[src/rtl/alu_exec_unit.sv]
`default_nettype none
// ============================================================================
// Module   : alu_exec_unit
// Brief    : Handshaked execution unit; single-cycle ALU ops, bit-serial shifts.
// Revision : 1.0
// ============================================================================
module alu_exec_unit #(
    parameter int WIDTH   = 32,
    parameter int SHAMT_W = 5
) (
    input  logic               clk,
    input  logic               rst_n,
    input  logic               in_valid,
    output logic               in_ready,
    input  logic [2:0]         ALUControl,
    input  logic [WIDTH-1:0]   SrcA,
    input  logic [WIDTH-1:0]   SrcB,
    output logic               out_valid,
    input  logic               out_ready,
    output logic [WIDTH-1:0]   ALUResult,
    output logic               Zero,
    output logic               busy
);

    localparam logic [2:0] OP_ADD = 3'b000;
    localparam logic [2:0] OP_SUB = 3'b001;
    localparam logic [2:0] OP_AND = 3'b010;
    localparam logic [2:0] OP_OR  = 3'b011;
    localparam logic [2:0] OP_SLL = 3'b100;
    localparam logic [2:0] OP_SLT = 3'b101;
    localparam logic [2:0] OP_SRL = 3'b110;
    localparam logic [2:0] OP_SRA = 3'b111;

    typedef enum logic [1:0] {
        S_IDLE  = 2'd0,
        S_SHIFT = 2'd1,
        S_DONE  = 2'd2
    } state_t;

    state_t               state_q, state_d;
    logic [WIDTH-1:0]     work_q, work_d;
    logic [SHAMT_W-1:0]   cnt_q, cnt_d;
    logic [2:0]           op_q, op_d;
    logic [WIDTH-1:0]     result_q, result_d;
    logic                 zero_q, zero_d;

    logic                 w_is_shift;
    logic [SHAMT_W-1:0]   w_shamt;
    logic [WIDTH-1:0]     w_alu;
    logic [WIDTH-1:0]     w_step;

    assign w_is_shift = (ALUControl == OP_SLL) || (ALUControl == OP_SRL) ||
                        (ALUControl == OP_SRA);
    assign w_shamt    = SrcB[SHAMT_W-1:0];

    // Shift codes fall through to SrcA: that is the shamt==0 result.
    always_comb begin
        w_alu = SrcA;
        case (ALUControl)
            OP_ADD:  w_alu = SrcA + SrcB;
            OP_SUB:  w_alu = SrcA - SrcB;
            OP_AND:  w_alu = SrcA & SrcB;
            OP_OR:   w_alu = SrcA | SrcB;
            OP_SLT:  w_alu = {{(WIDTH-1){1'b0}}, ($signed(SrcA) < $signed(SrcB))};
            default: w_alu = SrcA;
        endcase
    end

    always_comb begin
        w_step = work_q;
        case (op_q)
            OP_SLL:  w_step = {work_q[WIDTH-2:0], 1'b0};
            OP_SRL:  w_step = {1'b0, work_q[WIDTH-1:1]};
            OP_SRA:  w_step = {work_q[WIDTH-1], work_q[WIDTH-1:1]};
            default: w_step = work_q;
        endcase
    end

    always_comb begin
        state_d  = state_q;
        work_d   = work_q;
        cnt_d    = cnt_q;
        op_d     = op_q;
        result_d = result_q;
        zero_d   = zero_q;
        case (state_q)
            S_IDLE: begin
                if (in_valid) begin
                    if (w_is_shift && (w_shamt != '0)) begin
                        work_d  = SrcA;
                        cnt_d   = w_shamt;
                        op_d    = ALUControl;
                        state_d = S_SHIFT;
                    end else begin
                        result_d = w_alu;
                        zero_d   = (w_alu == '0);
                        state_d  = S_DONE;
                    end
                end
            end
            S_SHIFT: begin
                work_d = w_step;
                cnt_d  = cnt_q - SHAMT_W'(1);
                if (cnt_q == SHAMT_W'(1)) begin
                    result_d = w_step;
                    zero_d   = (w_step == '0);
                    state_d  = S_DONE;
                end
            end
            S_DONE: begin
                if (out_ready) begin
                    state_d = S_IDLE;
                end
            end
            default: state_d = S_IDLE;
        endcase
    end

    always_ff @(posedge clk or negedge rst_n) begin
        if (!rst_n) begin
            state_q  <= S_IDLE;
            work_q   <= '0;
            cnt_q    <= '0;
            op_q     <= OP_ADD;
            result_q <= '0;
            zero_q   <= 1'b1;
        end else begin
            state_q  <= state_d;
            work_q   <= work_d;
            cnt_q    <= cnt_d;
            op_q     <= op_d;
            result_q <= result_d;
            zero_q   <= zero_d;
        end
    end

    assign in_ready  = (state_q == S_IDLE);
    assign out_valid = (state_q == S_DONE);
    assign busy      = (state_q != S_IDLE);
    assign ALUResult = result_q;
    assign Zero      = zero_q;

endmodule
`default_nettype wire

[config.mk]
export PLATFORM = sky130hd
export DESIGN_NAME = alu_exec_unit
export DESIGN_NICKNAME = d
export VERILOG_FILES = /design/src/rtl/alu_exec_unit.sv
export SDC_FILE = /design/constraint.sdc
export NUM_CORES = 1
export LEC_CHECK = 0
export CAP_MARGIN = 20
export CORE_MARGIN = 1
export CORE_UTILIZATION = 53
export CTS_CLUSTER_SIZE = 16
export DETAILED_ROUTE_END_ITERATION = 7
export PLACE_DENSITY = 0.78
export SYNTH_ARGS = -nofsm -noshare
export SYNTH_HDL_FRONTEND = slang
export SYNTH_SLANG_ARGS = --single-unit
[constraint.sdc]
create_clock -name clk -period 2.8 [get_ports clk]
set_clock_uncertainty 0.15 [all_clocks]
set_input_delay 0.28 -clock clk [delete_from_list [all_inputs] [get_ports clk]]
set_output_delay 0.28 -clock clk [all_outputs]
set_load 0.005 [all_outputs]
==> flow_metrics.env, run 1 <==
export IMPL_haltStage="5_1_grt"
export IMPL_antenna_found_initial=14
export IMPL_synthTopCellsByArea="dfrtp_1, ha_1, a21oi_1"
export IMPL_synth_edff_count=0
export IMPL_ys_warnings_count=0
export IMPL_outcome="did not finish"
export IMPL_yosysSeqAreaShare=0.188
export IMPL_synthDistinctLibCells=86
export IMPL_cts_root_buf="clkbuf_16"
export IMPL_grt_max_degree=79
export IMPL_async_flop_share=1.00
export IMPL_initial_utilization=0.549
export IMPL_cts_buffers=9
export IMPL_stop_error="[ERROR GRT-0232] Routing congestion too high. Check the congestion heatmap in the GUI."
export IMPL_synth_top_area_cell="dfrtp_1"
export IMPL_grt_use_total=0.805
export IMPL_cts_sinks=75
export IMPL_synth_top_cell_area_share=0.185
export IMPL_syn_inst=1406
export IMPL_postSynthAreaPerCell_um2=7.12
export IMPL_die_w_um=139
export IMPL_die_h_um=139
export IMPL_dp_slack_ns=-1.34
export IMPL_clock_path_buffers=2
export IMPL_h_tree_depth=3
export IMPL_io_pins=107
export IMPL_ys_ff_latch=75
export IMPL_synth_fp_nets=1592
export IMPL_grt_overflow=25
export IMPL_dominantRegCellSynth="dfrtp_1"
export IMPL_dp_hpwl_mm=35.5
export IMPL_gp_congestion=1.06
export IMPL_worst_ep_kind="register input"
export IMPL_grt_worst_endpoint="Zero$_DFFE_PN1P_/D"
export IMPL_row_count=49
export IMPL_dpl_instance_area_um2=14400
export IMPL_syn_area_um2=10000
export IMPL_numPortBuffers=106
kinds of logic after synthesis:
group / share of synthesized area
AO/OA/AOI/OAI: 0.363
AND/OR/NAND/NOR: 0.200
buffers and inverters: 0.0784
adder cells (fa/ha/maj): 0.145
flip-flops: 0.188
XOR/XNOR: 0.0184
multiplexers: 0.00725
metrics by stage:
step | setup TNS [ns] | instances
after CTS | -3.54 | 2140
after global placement | -25.31 | 2087
after floorplan | -0.557 | 1406
after detailed placement | -26.77 | 2087
Yosys cell counts, drive strengths merged, types with 5 or more instances:
master  instances
a21oi         157
nor2          150
o21ai         139
nand2         135
ha            113
inv           104
dfrtp          74
clkbuf         62
a22o           34
a22oi          32
buf            29
nor3           29
nand3          23
a211oi         22
a31oi          21
nand4          19
o211ai         19
o31ai          18
xnor2          18
a21o           16
nor2b          12
nand2b         11
nor4           11
or3            10
a211o           8
a311oi          8
o21a            8
o21bai          8
and3            7
o22ai           7
or2             7
nor3b           6
o211a           6
o311ai          6
mux2i           5
routing by layer:
layer / GRT usage / GRT overflow
met3: 0.701 / 0
met1: 0.800 / 0
met5: 0.431 / 0
met2: 0.942 / 7
met4: 0.778 / 18
repair_timing:
| item | 4_1_cts |
|---|---|
| buffers inserted | 39 |
| gates cloned | 0 |
| pin swaps | 123 |
| gates resized for setup | 344 |
| endpoints found under the hold margin | 74 |
| setup endpoints to repair | 29 |
| hold buffers | 1 |
==> run 2: changes to the inputs <==
--- a/config.mk
+++ b/config.mk
@@ -7,10 +7,9 @@
 export LEC_CHECK = 0
 export CAP_MARGIN = 20
 export CORE_MARGIN = 1
-export CORE_UTILIZATION = 53
-export CTS_CLUSTER_SIZE = 16
+export CORE_UTILIZATION = 40
 export DETAILED_ROUTE_END_ITERATION = 7
-export PLACE_DENSITY = 0.78
+export PLACE_DENSITY_LB_ADDON = 0.15
 export SYNTH_ARGS = -nofsm -noshare
 export SYNTH_HDL_FRONTEND = slang
 export SYNTH_SLANG_ARGS = --single-unit
==> constraint.sdc (replaced) <==
create_clock -name clk -period 3.6 [get_ports clk]
set_clock_uncertainty 0.15 [all_clocks]
set_input_delay 0.36 -clock clk [delete_from_list [all_inputs] [get_ports clk]]
set_output_delay 0.36 -clock clk [all_outputs]
set_load 0.005 [all_outputs]
==> run 2 against run 1 <==
Against the previous run:
- the flow now finishes without violations
- synthesized cell count stayed put
- area after synthesis stayed put
==> flow_metrics.env, run 2 <==
export IMPL_outcome="completed"
export IMPL_h_tree_depth=3
export IMPL_drv_cap=0
export IMPL_path_class="input pin to flip-flop"
export IMPL_period_needed_ns=3.52
export IMPL_synth_edff_count=0
export IMPL_syn_area_um2=10000
export IMPL_ys_warnings_count=0
export IMPL_max_freq_ghz=0.284
export IMPL_ant_nets=0
export IMPL_p_leak_nw=7.08
export IMPL_synth_top_area_cell="dfrtp_1"
export IMPL_holdWs_ns=0.00336
export IMPL_die_h_um=160
export IMPL_drtIter0Drc=1260
export IMPL_hold_violations=0
export IMPL_numPortBuffers=106
export IMPL_clk_latency_ns=0.34
export IMPL_grt_overflow=0
export IMPL_critical_path_required_ns=3.70
export IMPL_finalSetupViolations=0
export IMPL_slew_violations=0
export IMPL_grt_pass1_vias=11800
export IMPL_reg2reg_slack_ns=0.69
export IMPL_drc_errors=0
export IMPL_antenna_cells=0
export IMPL_core_um2=24400
export IMPL_layout_common_cells="buf_4, nor2_1, a21oi_1"
export IMPL_startpoint_type="input pin"
export IMPL_routedWlPerCell_um=20.6
export IMPL_fin_crit_sh=0.977
export IMPL_drt_wl_total_mm=44.5
export IMPL_critPathMaxFanout=6
export IMPL_cts_root_buf="clkbuf_16"
export IMPL_postSynthAreaPerCell_um2=7.12
export IMPL_cts_clk_slew_worst_paths_ns=0.06
export IMPL_row_count=57
export IMPL_synth_fp_nets=1592
export IMPL_initial_utilization=0.410
export IMPL_ys_top_cells_by_count="a21oi_1, nor2_1, nand2_1, o21ai_0, ha_1"
export IMPL_dr_pass1_iters=5
export IMPL_p_per_area_nw_per_um2=462
export IMPL_dominantRegCellSynth="dfrtp_1"
export IMPL_cp_arrival_ns=3.62
export IMPL_syn_to_final_growth_pct=52.2
export IMPL_clock_path_buffers=2
export IMPL_synthTopCellsByArea="dfrtp_1, ha_1, a21oi_1"
export IMPL_grt_max_degree=79
export IMPL_cts_buffers=9
export IMPL_io_pins=107
export IMPL_dp_hpwl_mm=35.2
export IMPL_dpl_instance_area_um2=13900
export IMPL_drive_gt1_frac=0.314
export IMPL_vias=12400
export IMPL_crit_path_end_kind="flip-flop"
export IMPL_worst_pin_slew_ns=0.980
export IMPL_fin_area_um2=15200
export IMPL_syn_inst=1406
export IMPL_antenna_found_initial=0
export IMPL_dieArea_um2=25600
export IMPL_ys_ff_latch=75
export IMPL_synth_most_common_cell="a21oi_1"
export IMPL_die_w_um=160
export IMPL_async_flop_share=1.00
export IMPL_grt_use_total=0.337
export IMPL_fillerInstances=2246
export IMPL_final_common_cell="buf_4"
export IMPL_synthDistinctLibCells=86
export IMPL_hp_class="input pin to async pin"
export IMPL_yosysSeqAreaShare=0.188
export IMPL_gp_congestion=0.984
export IMPL_cts_sinks=75
export IMPL_via_per_inst=5.76
export IMPL_final_nets=2017
export IMPL_slew_headroom=0.347
export IMPL_ir_drop_v=0.000493
export IMPL_cts_tree="done"
export IMPL_synth_top_cell_area_share=0.185
export IMPL_grt_pass1_wl_mm=67.7
## run 2: cell counts after synthesis
No cell type changed its count.
## run 2: worst paths after layout
check | from | end | cells past startpoint
min in group clk | SrcA[0] | work_q[0] | 3
worst max-delay path | SrcA[10] | ALUResult[24] | 14
worst min register to register | ALUResult[8] | ALUResult[8] | 2
worst min-delay path | rst_n | cnt_q[3] | 1
max in group asynchronous | rst_n | work_q[25] | 1
worst max register to register | cnt_q[2] | Zero | 9
## run 2: final cells by class
class	count	area, µm²	share of cell area
well taps	324	405	0.0266
multi-input cells	1135	8100	0.532
inverters	105	394	0.0259
flip-flops and latches	75	1880	0.123
repair buffers	505	4150	0.272
clock buffers	10	239	0.0157
clock inverters	6	63.8	0.00419
## run 2: where the power goes
group / leakage [nW] / switching [W] / internal (W)
registers: 0.915 / 0.000361 / 0.00125
logic: 6.02 / 0.00245 / 0.00205
clock network: 0.145 / 0.000368 / 0.000556
total: 7.08 / 0.00318 / 0.00385
## run 2: stage by stage
step,setup slack [ns],power [W],setup TNS (ns),utilization,std cells
final,0.0826,0.00703,0,0.624,2160
after detailed placement,-0.674,0.00578,-8.16,0.569,2115
after floorplan,0.376,0.00391,0,-,1406
after global routing,-0.0496,0.00751,-0.0513,0.624,2160
after global placement,-0.743,0.00573,-7.80,0.569,2115
after CTS,-0.00695,0.00682,-0.00695,0.600,2144
## run 2: cells by family after synthesis
group	synth area share
AO/OA/AOI/OAI	0.363
AND/OR/NAND/NOR	0.200
buffers and inverters	0.0784
adder cells (fa/ha/maj)	0.145
flip-flops	0.188
XOR/XNOR	0.0184
multiplexers	0.00725
## run 2: what timing repair did
action                     4_1_cts  5_1_grt
setup buffers                   13       15
resized for setup               69      134
setup endpoints to repair       14       14
pin swaps                       33       60
hold buffers                     0        0
## run 2: critical path, cell delays in order
cell and delay (ns):
clkdlybuf4s50_1 0.50, inv_2 0.07, ha_4 0.26, or3_4 0.43, a211oi_4 0.22, a311oi_2 0.18
buf_4 0.19, o31ai_4 0.29, a21oi_2 0.10, nor4b_2 0.30, mux2i_1 0.25, a21oi_2 0.12
o21ba_2 0.20, o21ai_0 0.14
## run 2: layer usage
layer / up-vias / track usage / routed length, µm
met5: - / 0 / 0
li1: 5962 / - / -
met3: 52 / 0.0577 / 3880
met2: 543 / 0.515 / 19600
met4: 0 / 0.0619 / 648
met1: 5887 / 0.496 / 20400
Note: power is estimated with default switching activity, not from simulation.
==> run 3: changes to the inputs <==
==> constraint.sdc (replaced) <==
create_clock -name clk -period 3.6 [get_ports clk]
set_clock_uncertainty 0.15 [all_clocks]
set_input_delay 0.54 -clock clk [delete_from_list [all_inputs] [get_ports clk]]
set_output_delay 0.54 -clock clk [all_outputs]
set_load 0.005 [all_outputs]
==> run 3 against run 2 <==
Against the previous run:
- sequential share of layout area down 0.26 points
- die area did not move
- cell count increased by 0.69%
- power grew 1.0%
- core utilization is 1.4 points higher
- worst hold slack improved by 0.17 ns
- flip-flop and latch count stayed put
- clock power is 2% higher
- setup slack better by 0.038 ns
==> flow_metrics.env, run 3 (synthesis gave the netlist of run 2 again) <==
export IMPL_outcome="completed"
export IMPL_swShare=0.449
export IMPL_die_w_um=160
export IMPL_final_common_cell="buf_4"
export IMPL_power_frac_clock=0.132
export IMPL_numPortBuffers=106
export IMPL_dpl_instance_area_um2=14000
export IMPL_ant_nets=0
export IMPL_cts_buffers=9
export IMPL_cts_sinks=75
export IMPL_io_pins=107
export IMPL_grt_max_degree=79
export IMPL_slew_violations=0
export IMPL_vias=12600
export IMPL_drtIter0Drc=1292
export IMPL_drive_gt1_frac=0.339
export IMPL_antenna_found_initial=0
export IMPL_h_tree_depth=3
export IMPL_p_per_area_nw_per_um2=457
export IMPL_die_h_um=160
export IMPL_cts_clk_slew_worst_paths_ns=0.06
export IMPL_grt_pass1_wl_mm=68.4
export IMPL_period_needed_ns=3.48
export IMPL_via_per_inst=5.81
export IMPL_p_comb_frac=0.638
export IMPL_cts_tree="done"
export IMPL_cts_root_buf="clkbuf_16"
export IMPL_slew_headroom=0.341
export IMPL_critPathMaxFanout=7
export IMPL_critical_path_required_ns=3.69
export IMPL_dp_hpwl_mm=35.5
export IMPL_path_class="input pin to flip-flop"
export IMPL_crit_reg2reg_launch="op_q[1]"
export IMPL_crit_path_end_kind="flip-flop"
export IMPL_gp_congestion=0.994
export IMPL_fin_crit_sh=0.966
export IMPL_cp_endpoint="ALUResult[26]"
export IMPL_p_int_w=0.00391
export IMPL_fin_area_um2=15600
export IMPL_hold_violations=0
export IMPL_layout_common_cells="buf_4, nor2_1, nand2_1"
export IMPL_worst_pin_slew_ns=0.988
export IMPL_drv_cap=0
export IMPL_startpoint_type="input pin"
export IMPL_finalSetupViolations=0
export IMPL_cp_arrival_ns=3.57
export IMPL_routedWlPerCell_um=20.5
export IMPL_drc_errors=0
export IMPL_grt_overflow=0
export IMPL_seq_power_share=0.230
export IMPL_hp_class="input pin to async pin"
export IMPL_grt_pass1_vias=12000
export IMPL_r2r_cells=9
export IMPL_row_count=57
export IMPL_dr_pass1_iters=6
export IMPL_reg2reg_slack_ns=0.34
export IMPL_p_leak_nw=7.31
export IMPL_syn_to_final_growth_pct=55.5
export IMPL_power_net_switching_w=0.00319
export IMPL_core_um2=24400
export IMPL_fillerInstances=2223
export IMPL_max_freq_ghz=0.287
export IMPL_ir_drop_v=0.000626
export IMPL_final_nets=2032
export IMPL_dieArea_um2=25600
export IMPL_holdWs_ns=0.178
export IMPL_clock_path_buffers=2
export IMPL_initial_utilization=0.410
export IMPL_r2r_end="Zero"
export IMPL_antenna_cells=0
export IMPL_clk_latency_ns=0.35
export IMPL_drt_wl_total_mm=44.7
export IMPL_grt_use_total=0.342
export IMPL_crit_path_start="SrcA[19]"
[run 3: cell count changes in the layout (fill, tap and decap cells not counted), sizes merged]
cell | before | now
clkbuf | 11 | 16
dlygate4sd2 | 3 | 8
clkdlybuf4s50 | 82 | 60
clkinvlp | 2 | 0
buf | 401 | 416
clkdlybuf4s15 | 0 | 1
dlymetal6s2s | 18 | 31
[run 3: layout make-up]
type / instances / area (µm²) / area share
sequential: 75 / 1880 / 0.121
clock buffer: 12 / 256 / 0.0165
tap: 324 / 405 / 0.0261
clock inverter: 4 / 48.8 / 0.00314
multi-input combinational: 1135 / 8270 / 0.531
inverter: 105 / 394 / 0.0253
timing repair buffer: 520 / 4310 / 0.277
[run 3: repair_timing]
| item | in CTS | in global routing |
|---|---|---|
| setup endpoints to repair | 19 | 16 |
| resized for setup | 132 | 148 |
| buffers inserted | 19 | 8 |
| pin swaps | 69 | 50 |
| hold endpoints to repair | 0 | 0 |
| hold buffers | 0 | 0 |
[run 3: routing by layer]
layer | wire (µm) | track usage
met1 | 20500 | 0.499
met3 | 4080 | 0.0538
met5 | 0 | 0
met2 | 18900 | 0.516
met4 | 1120 | 0.0978
[run 3: metrics by stage]
stage,setup TNS (ns),utilization,total power (W),cells,setup WS [ns]
after floorplan,0,-,0.00391,1406,0.196
after global placement,-11.49,0.575,0.00574,2131,-0.830
after detailed placement,-13.45,0.575,0.00580,2131,-0.987
after CTS,-0.0210,0.616,0.00691,2165,-0.0172
after global routing,-0.0476,0.638,0.00760,2175,-0.0476
final,0,0.638,0.00710,2175,0.121
[run 3: how the worst min path moves through the flow]
stage,end,slack (ns),depth (start not counted)
after floorplan,ALUResult[0],0.09,0
after global placement,ALUResult[0],0.30,2
after detailed placement,ALUResult[0],0.31,2
after CTS,cnt_q[3],0.25,1
after global routing,cnt_q[3],0.27,1
final,cnt_q[3],0.18,1
[run 3: power by group through the flow]
stage / Combinational, W / Clock [W] / Sequential, W
floorplan: 0.00240 / 0 / 0.00152
global placement: 0.00412 / 0 / 0.00162
detailed placement: 0.00417 / 0 / 0.00163
CTS: 0.00434 / 0.000942 / 0.00162
global route: 0.00494 / 0.000981 / 0.00168
finish: 0.00453 / 0.000938 / 0.00163
[run 3: critical path: stages]
cell,delay [ns]
clkdlybuf4s50_1,0.55
inv_1,0.08
ha_2,0.36
inv_2,0.11
a21o_1,0.14
nor2_1,0.08
o31ai_2,0.31
o31ai_4,0.14
o21ai_2,0.14
a41oi_2,0.16
xnor2_2,0.17
a211oi_2,0.29
buf_4,0.16
buf_4,0.10
nor2_1,0.04
o22a_1,0.18
==> run 4: changes to the inputs <==
--- a/config.mk
+++ b/config.mk
@@ -8,7 +8,9 @@
 export CAP_MARGIN = 20
 export CORE_MARGIN = 1
 export CORE_UTILIZATION = 40
+export CTS_CLUSTER_DIAMETER = 200
 export DETAILED_ROUTE_END_ITERATION = 7
+export DONT_BUFFER_PORTS = 1
 export PLACE_DENSITY_LB_ADDON = 0.15
 export SYNTH_ARGS = -nofsm -noshare
 export SYNTH_HDL_FRONTEND = slang
==> constraint.sdc (replaced) <==
create_clock -name clk -period 3.6 [get_ports clk]
set_clock_uncertainty 0.15 [all_clocks]
set_input_delay 0.54 -clock clk [delete_from_list [all_inputs] [get_ports clk]]
set_output_delay 0.54 -clock clk [all_outputs]
set_load 0.1 [all_outputs]
==> run 4 against run 3 <==
Against the previous run:
- setup slack got worse by 0.0032 ns
- flip-flop and latch count stayed put
- worst hold slack improved by 0.0045 ns
- first-iteration DRC count decreased by 4.4%
- combinational power decreased by 19%
- sequential share of layout area up 3.7 points
- clock power down 5.8%
- largest cell class unchanged
- highest routed layer unchanged
==> flow_metrics.env, run 4 (synthesis gave the netlist of run 2 again) <==
export IMPL_fin_util=0.487
export IMPL_finalNonFillerCells=1854
export IMPL_crit_path_end_kind="flip-flop"
export IMPL_rsz0062_at_grt="true"
export IMPL_core_um2=24400
export IMPL_clock_path_buffers=2
export IMPL_power_net_switching_w=0.00424
export IMPL_p_leak_nw=5.47
export IMPL_postCtsSetupBuffers=0
export IMPL_power_frac_clock=0.119
export IMPL_antenna_found_initial=0
export IMPL_slew_violations=0
export IMPL_drt_wl_total_mm=40.6
export IMPL_die_h_um=160
export IMPL_cts_sinks=75
export IMPL_dp_hpwl_mm=31.9
export IMPL_routedWlPerCell_um=21.9
export IMPL_hp_class="input pin to flip-flop"
export IMPL_initial_utilization=0.410
export IMPL_place_inst=1835
export IMPL_fillerInstances=2497
export IMPL_drive_gt1_frac=0.165
export IMPL_outcome="completed"
export IMPL_row_count=57
export IMPL_cts_clk_slew_worst_paths_ns=0.06
export IMPL_io_pins=107
export IMPL_finalPower_w=0.00742
export IMPL_max_freq_ghz=0.287
export IMPL_numPortBuffers=0
export IMPL_ant_nets=0
export IMPL_h_tree_depth=3
export IMPL_swShare=0.571
export IMPL_critical_path_required_ns=3.70
export IMPL_die_w_um=160
export IMPL_p_per_area_nw_per_um2=624
export IMPL_gp_congestion=0.961
export IMPL_timing_final_ws_setup_ns=0.118
export IMPL_drtIter0Drc=1235
export IMPL_slew_headroom=0.339
export IMPL_final_common_cell="buf_4"
export IMPL_syn_to_final_growth_pct=18.8
export IMPL_vias=11200
export IMPL_dr_pass1_iters=6
export IMPL_cts_root_buf="clkbuf_16"
export IMPL_hold_violations=0
export IMPL_final_nets=1710
export IMPL_seq_power_share=0.386
export IMPL_dp_slack_ns=-0.266
export IMPL_finalSetupViolations=0
export IMPL_ir_drop_v=0.000892
export IMPL_drc_errors=0
export IMPL_via_per_inst=6.03
export IMPL_p_int_w=0.00318
export IMPL_critPathMaxFanout=5
export IMPL_startpoint_type="input pin"
export IMPL_p_comb_frac=0.495
export IMPL_dieArea_um2=25600
export IMPL_clk_latency_ns=0.34
export IMPL_grt_use_total=0.313
export IMPL_grt_overflow=0
export IMPL_layout_common_cells="buf_4, a21oi_1, nor2_1"
export IMPL_cts_buffers=9
export IMPL_worst_pin_slew_ns=0.991
export IMPL_path_class="input pin to flip-flop"
export IMPL_cp_arrival_ns=3.59
export IMPL_cts_tree="done"
export IMPL_grt_pass1_wl_mm=62.4
export IMPL_period_needed_ns=3.48
export IMPL_drv_cap=0
export IMPL_grt_pass1_vias=10500
export IMPL_grt_max_degree=79
export IMPL_fin_crit_sh=0.967
[run 4: cell types whose count changed in the layout (fill, tap and decap cells not counted), moves of 24 or more]
cell	delta
a21oi_1	+26
a21oi_2	-24
buf_4	-200
clkdlybuf4s50_1	-60
dlymetal6s2s_1	-31
ha_1	+29
inv_1	+35
inv_2	-36
[run 4: area by class of cell]
type / count / area (µm²) / area share
diodes: 1 / 2.50 / 0.000210
repair buffers: 198 / 1510 / 0.127
flip-flops and latches: 75 / 1880 / 0.158
multi-input cells: 1135 / 7410 / 0.624
clock inverters: 5 / 53.8 / 0.00452
clock buffers: 11 / 233 / 0.0196
well taps: 324 / 405 / 0.0341
inverters: 105 / 394 / 0.0331
[run 4: stage by stage]
step                hold slack (ns)  TNS [ns]  cell area [µm²]
floorplan                    0.0944         0            10000
global placement             0.0965     -1.21            11500
detailed placement           0.0969     -1.50            11500
CTS                           0.175         0            11800
global route                  0.182   -0.0721            11900
finish                        0.182         0            11900
[run 4: power by group through the flow]
stage          clock network, W  logic [W]  registers (W)
6_report               0.000884    0.00368        0.00286
5_1_grt                0.000930    0.00402        0.00292
4_1_cts                0.000895    0.00361        0.00286
3_5_place_dp                  0    0.00358        0.00287
3_3_place_gp                  0    0.00355        0.00286
2_1_floorplan                 0    0.00254        0.00273
[run 4: layer usage]
| metal | part of all wire | track usage |
|---|---|---|
| met1 | 0.47 | 0.452 |
| met2 | 0.43 | 0.482 |
| met3 | 0.082 | 0.0506 |
| met4 | 0.016 | 0.0732 |
| met5 | 0 | 0 |
[run 4: final timing paths]
path                            startpoint         end  slack (ns)  depth (start not counted)
worst min-delay path             out_ready  state_q[1]        0.18                          1
worst min register to register  work_q[31]  work_q[31]        0.37                          2
min in group asynchronous            rst_n    cnt_q[2]        0.59                          2
max in group asynchronous            rst_n        Zero        2.35                          2
worst max register to register    cnt_q[2]        Zero        0.50                          9
worst max-delay path               SrcB[1]        Zero        0.12                         13
[run 4: worst max-delay path: stages]
cell      delay [ns]
inv_1           0.05
ha_1            0.30
a211o_1         0.32
a211o_1         0.36
a21oi_4         0.30
a21oi_2         0.15
o21bai_1        0.30
nand2_1         0.15
a221oi_1        0.35
a211oi_1        0.18
and4b_1         0.27
nand4_1         0.10
o31ai_1         0.22
[run 4: timing repair]
action	CTS	global route
hold endpoints to repair	75	0
hold buffers	2	0
endpoints found under the setup margin	0	9
gates resized for setup	0	14
